$ cat config.mk
export PLATFORM = sky130hd
export DESIGN_NAME = fifo_wr_arbiter
export DESIGN_NICKNAME = d
export VERILOG_FILES = /design/src/rtl/fifo_arb_pkg.sv /design/src/rtl/rr_pick.sv /design/src/rtl/fifo_wr_arbiter.sv
export SDC_FILE = /design/constraint.sdc
export NUM_CORES = 1
export LEC_CHECK = 0
export BUFFER_PORTS_ARGS = -buffer_cell sky130_fd_sc_hd__buf_2
export CORE_ASPECT_RATIO = 1.4
export CORE_UTILIZATION = 41
export CTS_BUF_LIST = sky130_fd_sc_hd__clkbuf_4
export DETAILED_ROUTE_END_ITERATION = 12
export GPL_ROUTABILITY_DRIVEN = 0
export PLACE_DENSITY = 0.88
export SYNTH_ARGS = -nofsm -noshare
export SYNTH_HDL_FRONTEND = slang
export SYNTH_HIERARCHICAL = 1
export SYNTH_SLANG_ARGS = --single-unit
$ cat constraint.sdc
create_clock -name clk -period 1.6 [get_ports clk]
set_clock_uncertainty 0.2 [all_clocks]
set_input_delay 0.08 -clock clk [delete_from_list [all_inputs] [get_ports clk]]
set_output_delay 0.08 -clock clk [all_outputs]
set_load 0.005 [all_outputs]
$ cat src/rtl/fifo_arb_pkg.sv
// Shared types, default sizes and width helper for the FIFO write-port arbiter.
package fifo_arb_pkg;

    localparam int unsigned NREQ_DEF      = 4;
    localparam int unsigned DW_DEF        = 8;
    localparam int unsigned MAX_BURST_DEF = 16;

    typedef enum logic {
        IDLE  = 1'b0,
        BURST = 1'b1
    } arb_state_e;

    // Bits needed to index n items (minimum 1)
    function automatic int unsigned clog2w(input int unsigned n);
        int unsigned w;
        w = 1;
        while ((64'd1 << w) < 64'(n)) w = w + 1;
        return w;
    endfunction

endpackage

$ cat src/rtl/rr_pick.sv
// Combinational round-robin priority encoder: first set req bit after last_idx.
module rr_pick #(
    parameter int unsigned NREQ = 4,
    parameter int unsigned IW   = 2
) (
    input  logic [NREQ-1:0] req,
    input  logic [IW-1:0]   last_idx,
    output logic [IW-1:0]   idx,
    output logic            valid
);

    int unsigned cand;

    // Search last_idx+1, last_idx+2, ... wrapping modulo NREQ; first hit wins
    always_comb begin
        idx   = '0;
        valid = 1'b0;
        cand  = 0;
        for (int unsigned k = 1; k <= NREQ; k++) begin
            cand = (32'(last_idx) + k) % NREQ;
            if (!valid && req[IW'(cand)]) begin
                valid = 1'b1;
                idx   = IW'(cand);
            end
        end
    end

endmodule

$ cat src/rtl/fifo_wr_arbiter.sv
// Round-robin arbiter with burst hold sharing the FIFO write port among NREQ requesters.
module fifo_wr_arbiter
    import fifo_arb_pkg::*;
#(
    parameter int unsigned NREQ      = NREQ_DEF,
    parameter int unsigned DW        = DW_DEF,
    parameter int unsigned MAX_BURST = MAX_BURST_DEF
) (
    input  logic               clk,
    input  logic               rst_n,
    input  logic [NREQ-1:0]    req,
    input  logic [NREQ-1:0]    last,
    input  logic [NREQ*DW-1:0] wdata_in,
    input  logic               fifo_full,
    output logic               fifo_wr,
    output logic [DW-1:0]      fifo_wdata,
    output logic [NREQ-1:0]    ack,
    output logic [NREQ-1:0]    gnt,
    output logic               busy
);

    localparam int unsigned IW = clog2w(NREQ);
    localparam int unsigned BW = clog2w(MAX_BURST);

    arb_state_e      state, state_nxt;
    logic [NREQ-1:0] gnt_nxt;
    logic            busy_nxt;
    logic [BW-1:0]   beat_cnt, beat_nxt;
    logic [IW-1:0]   last_idx, last_nxt;
    logic [IW-1:0]   g_idx, g_idx_nxt;

    logic [IW-1:0]   pick_idx;
    logic            pick_valid;
    logic [DW-1:0]   lane [NREQ];
    logic            burst_end;

    rr_pick #(
        .NREQ (NREQ),
        .IW   (IW)
    ) u_rr_pick (
        .req      (req),
        .last_idx (last_idx),
        .idx      (pick_idx),
        .valid    (pick_valid)
    );

    // Split the flat data bus into per-requester lanes
    always_comb begin
        for (int unsigned i = 0; i < NREQ; i++) begin
            lane[i] = wdata_in[i*DW +: DW];
        end
    end

    // State register; reset leaves requester 0 with first priority
    always_ff @(posedge clk or negedge rst_n) begin
        if (!rst_n) begin
            state    <= IDLE;
            gnt      <= '0;
            busy     <= 1'b0;
            beat_cnt <= '0;
            last_idx <= IW'(NREQ - 1);
            g_idx    <= '0;
        end else begin
            state    <= state_nxt;
            gnt      <= gnt_nxt;
            busy     <= busy_nxt;
            beat_cnt <= beat_nxt;
            last_idx <= last_nxt;
            g_idx    <= g_idx_nxt;
        end
    end

    // Next-state and write-port outputs
    always_comb begin
        state_nxt  = state;
        gnt_nxt    = gnt;
        busy_nxt   = busy;
        beat_nxt   = beat_cnt;
        last_nxt   = last_idx;
        g_idx_nxt  = g_idx;
        fifo_wr    = 1'b0;
        fifo_wdata = '0;
        ack        = '0;
        burst_end  = 1'b0;

        unique case (state)
            IDLE: begin
                if (pick_valid) begin
                    state_nxt = BURST;
                    g_idx_nxt = pick_idx;
                    gnt_nxt   = NREQ'(1) << pick_idx;
                    busy_nxt  = 1'b1;
                    beat_nxt  = '0;
                end
            end
            BURST: begin
                fifo_wr    = req[g_idx] & ~fifo_full;
                fifo_wdata = lane[g_idx];
                ack        = fifo_wr ? gnt : '0;
                // A beat held back by fifo_full never ends the burst on last
                burst_end  = ~req[g_idx] |
                             (fifo_wr & (last[g_idx] | (beat_cnt == BW'(MAX_BURST - 1))));
                if (burst_end) begin
                    state_nxt = IDLE;
                    gnt_nxt   = '0;
                    busy_nxt  = 1'b0;
                    last_nxt  = g_idx;
                    beat_nxt  = '0;
                end else if (fifo_wr) begin
                    beat_nxt = beat_cnt + BW'(1);
                end
            end
            default: state_nxt = IDLE;
        endcase
    end

endmodule

==> results by group <==
Finish
  • NumNets Final: 237
  • FILL cells: 197
  • Area growth syn-to-layout: 59.48%
  • Fin area: 1768 um2
  • Final core occ: 71.58%
  • N_diodes: 0
  • Multi-input logic area: 809.5 um2
  • Reg area: 355.3 um2
  • Share of cells above drive strength 1: 64.06%

Setup path
  • CP Cell Sequence: buf_12 -> mux4_2 -> and2_1 -> buf_2
  • CP max stage cell: mux4_2
  • Crit-path max cell delay: 500 ps
  • Worst R2R Setup Slack: -340 ps
  • Crit-path max FO: 9
  • CP Launch Type: flop
  • Setup CP Type: reg -> out
  • Worst EP required: 1320 ps
  • CP endpoint kind: output pin
  • CP Data Arrival Time: 1690 ps

Floorplanning
  • Die width: 45.95 um
  • Initial Util: 44.88%
  • Die Y: 63.53 um
  • Ports: 61
  • FP Rows: 21
  • Die area: 2919 um2
  • Core area: 2470 um2

Synth
  • Post-Synthesis Cells: 112
  • Count leader, synth: and2_1
  • Synth Register Bits: 14
  • Synth async-reset ratio: 100.0%
  • Syn_nets: 156
  • Sequential share of the synthesized area: 31.83%
  • Commonest cells in the netlist: and2_1 (13), dfrtp_1 (12), nand2_1 (11)
  • Yosys top cell by area: dfrtp_1
  • Yosys top cell area share: 27.09%
  • Mapped cell area: 1109 um2
  • Number of synthesized flops with an enable pin: 0
  • Syn_area_per_cell: 9.898 um2
  • Main synth FF type: dfrtp_1
  • Post-synth cell types: 33
  • Top post-synthesis cells by area: dfrtp_1 (27%), mux4_2 (20%), and2_1 (7.3%)
  • Yosys warns: 6

Routing
  • Vias after detailed routing: 1244
  • Drt drc: 0
  • Initial DRC Count: 17
  • Routed vias/inst: 5.504
  • Final ANT Viol Nets: 0
  • Per-cell routed wire length: 16.27 um
  • DRT Wirelength: 3676 um
  • DRT Pass-1 Iters: 4

Worst hold path
  • Min-Delay Path Class: in -> async

Timing
  • RSZ-0062 raised after global routing: yes
  • Rel. slew slack: 71.93%
  • Final WS setup: -373.5 ps
  • Finish-stage setup viols: 25
  • Tmin final: 1973 ps
  • Pins Over Slew Limit: 0
  • Highest Clock Rate: 506.7 MHz
  • Hold Vio Cnt, Final: 0
  • Worst slew pin tran: 421.1 ps
  • Tcrit/Tclk final: 123.3%

Global route
  • Vias in the first global route: 1236
  • Largest net degree at the start of global routing: 15
  • First-pass GRT wire length: 5202 um
  • Grt total ovfl: 0
  • Initial antenna violation count: 0
  • GR Util All Layers: 24.07%

Status
  • Violated checks: setup timing
  • Status: finished, violations left

Place
  • DP HPWL: 2494 um
  • I/O Buffers: 60
  • Placed Area: 1565 um2

Clock network
  • Total CTS buffers: 3
  • CTS root buf: clkbuf_4
  • Clk_lat worst skew: 280 ps
  • Clock sink count: 14
  • CTS tree: done
  • H-tree depth: 1
  • Clock Pin Slew Worst Setup and Hold Paths: 80 ps
  • CTS Buffer Depth: 2

Power and ir drop
  • Lkg Pwr: 0.8464 nW
  • Maximum VDD drop: 0.001047 V
  • Power density cells: 1590 nW/um2

Flow run
  • MaxCap Viol Count: 0
-- routing by layer --
| metal | vias to the layer above | track usage [%] | routed length (um) |
|---|---|---|---|
| li1 | 568 | - | - |
| met1 | 597 | 25.92 | 1248 |
| met2 | 69 | 43.84 | 2015 |
| met3 | 10 | 2.865 | 343 |
| met4 | 0 | 10.29 | 69 |
| met5 | - | 0 | 0 |
-- cell type report --
cell class | count | area share [%]
Inverter | 6 | 1.274
Clock buffer | 4 | 1.699
Multi-Input combinational cell | 87 | 45.79
Tap cell | 34 | 2.406
Timing Repair Buffer | 81 | 28.73
Sequential cell | 14 | 20.10
-- worst paths after layout --
| check | start | cells past startpoint | end |
|---|---|---|---|
| worst max register to register | g_idx[0] | 5 | last_idx[1] |
| worst min-delay path | rst_n | 2 | beat_cnt[3] |
| max in group asynchronous | rst_n | 2 | last_idx[0] |
| worst min register to register | beat_cnt[1] | 1 | beat_cnt[1] |
| worst max-delay path | g_idx[0] | 4 | fifo_wdata[3] |
| min in group clk | fifo_full | 3 | beat_cnt[1] |
-- cells in the final DEF (no fill, tap or decap), types with 2 or more instances in the layout --
master	n
o21ai_0	2
dfstp_2	2
mux2i_1	4
and2_1	7
mux4_2	10
clkbuf_4	4
nor3b_1	2
nand2b_1	6
inv_1	5
buf_6	6
buf_2	55
a21oi_2	4
buf_4	18
nand2_1	11
and2_4	6
dfrtp_1	10
a21oi_1	5
dfrtp_2	2
nor2_1	7
-- logic make-up after synthesis --
family | Yosys count | synth area share, %
and+or+nand+nor | 49 | 23.59
AOI/OAI and AO/OA | 21 | 13.43
muxes | 16 | 26.19
DFF | 14 | 31.83
buffers and inverters | 11 | 3.836
adders and majority gates | 1 | 1.128
-- report_power, final --
part / switching, mW / internal (mW) / leakage, nW
combinational: 0.810 / 1.10 / 0.652
clock: 0.105 / 0.114 / 0.0184
sequential: 0.174 / 0.509 / 0.176
total: 1.09 / 1.72 / 0.846
-- flip-flops by register name, summed over array words and instances, names as in the netlist --
register and count:
beat_cnt 4, gnt 4, g_idx 2, last_idx 2
busy 1, state 1
-- what timing repair did --
action	in CTS	in global routing
hold buffers	1	0
pin swaps	6	6
buffers inserted	3	1
endpoints found under the setup margin	25	26
endpoints found under the hold margin	14	0
resized for setup	15	17
-- critical path, delay by kind of cell, from the launching register on --
| kind | cells | cell delay [ps] |
|---|---|---|
| mux | 1 | 500 |
| simple gates | 1 | 180 |
| flops | 1 | 450 |
| buf+inv | 2 | 290 |
-- metrics by stage --
stage	setup WS (ps)	std cells	power [mW]	hold WS, ps	setup TNS, ps
2_1_floorplan	-149.7	112	1.582	-415.6	-1200
3_3_place_gp	-202.9	217	2.063	-220.7	-2612
3_5_place_dp	-324.7	217	2.136	-216.0	-3912
4_1_cts	-359.5	225	2.565	27.09	-6940
5_1_grt	-413.0	226	2.983	77.74	-8554
6_report	-373.5	226	2.811	49.04	-7464
(Power assumes the default switching activity.)
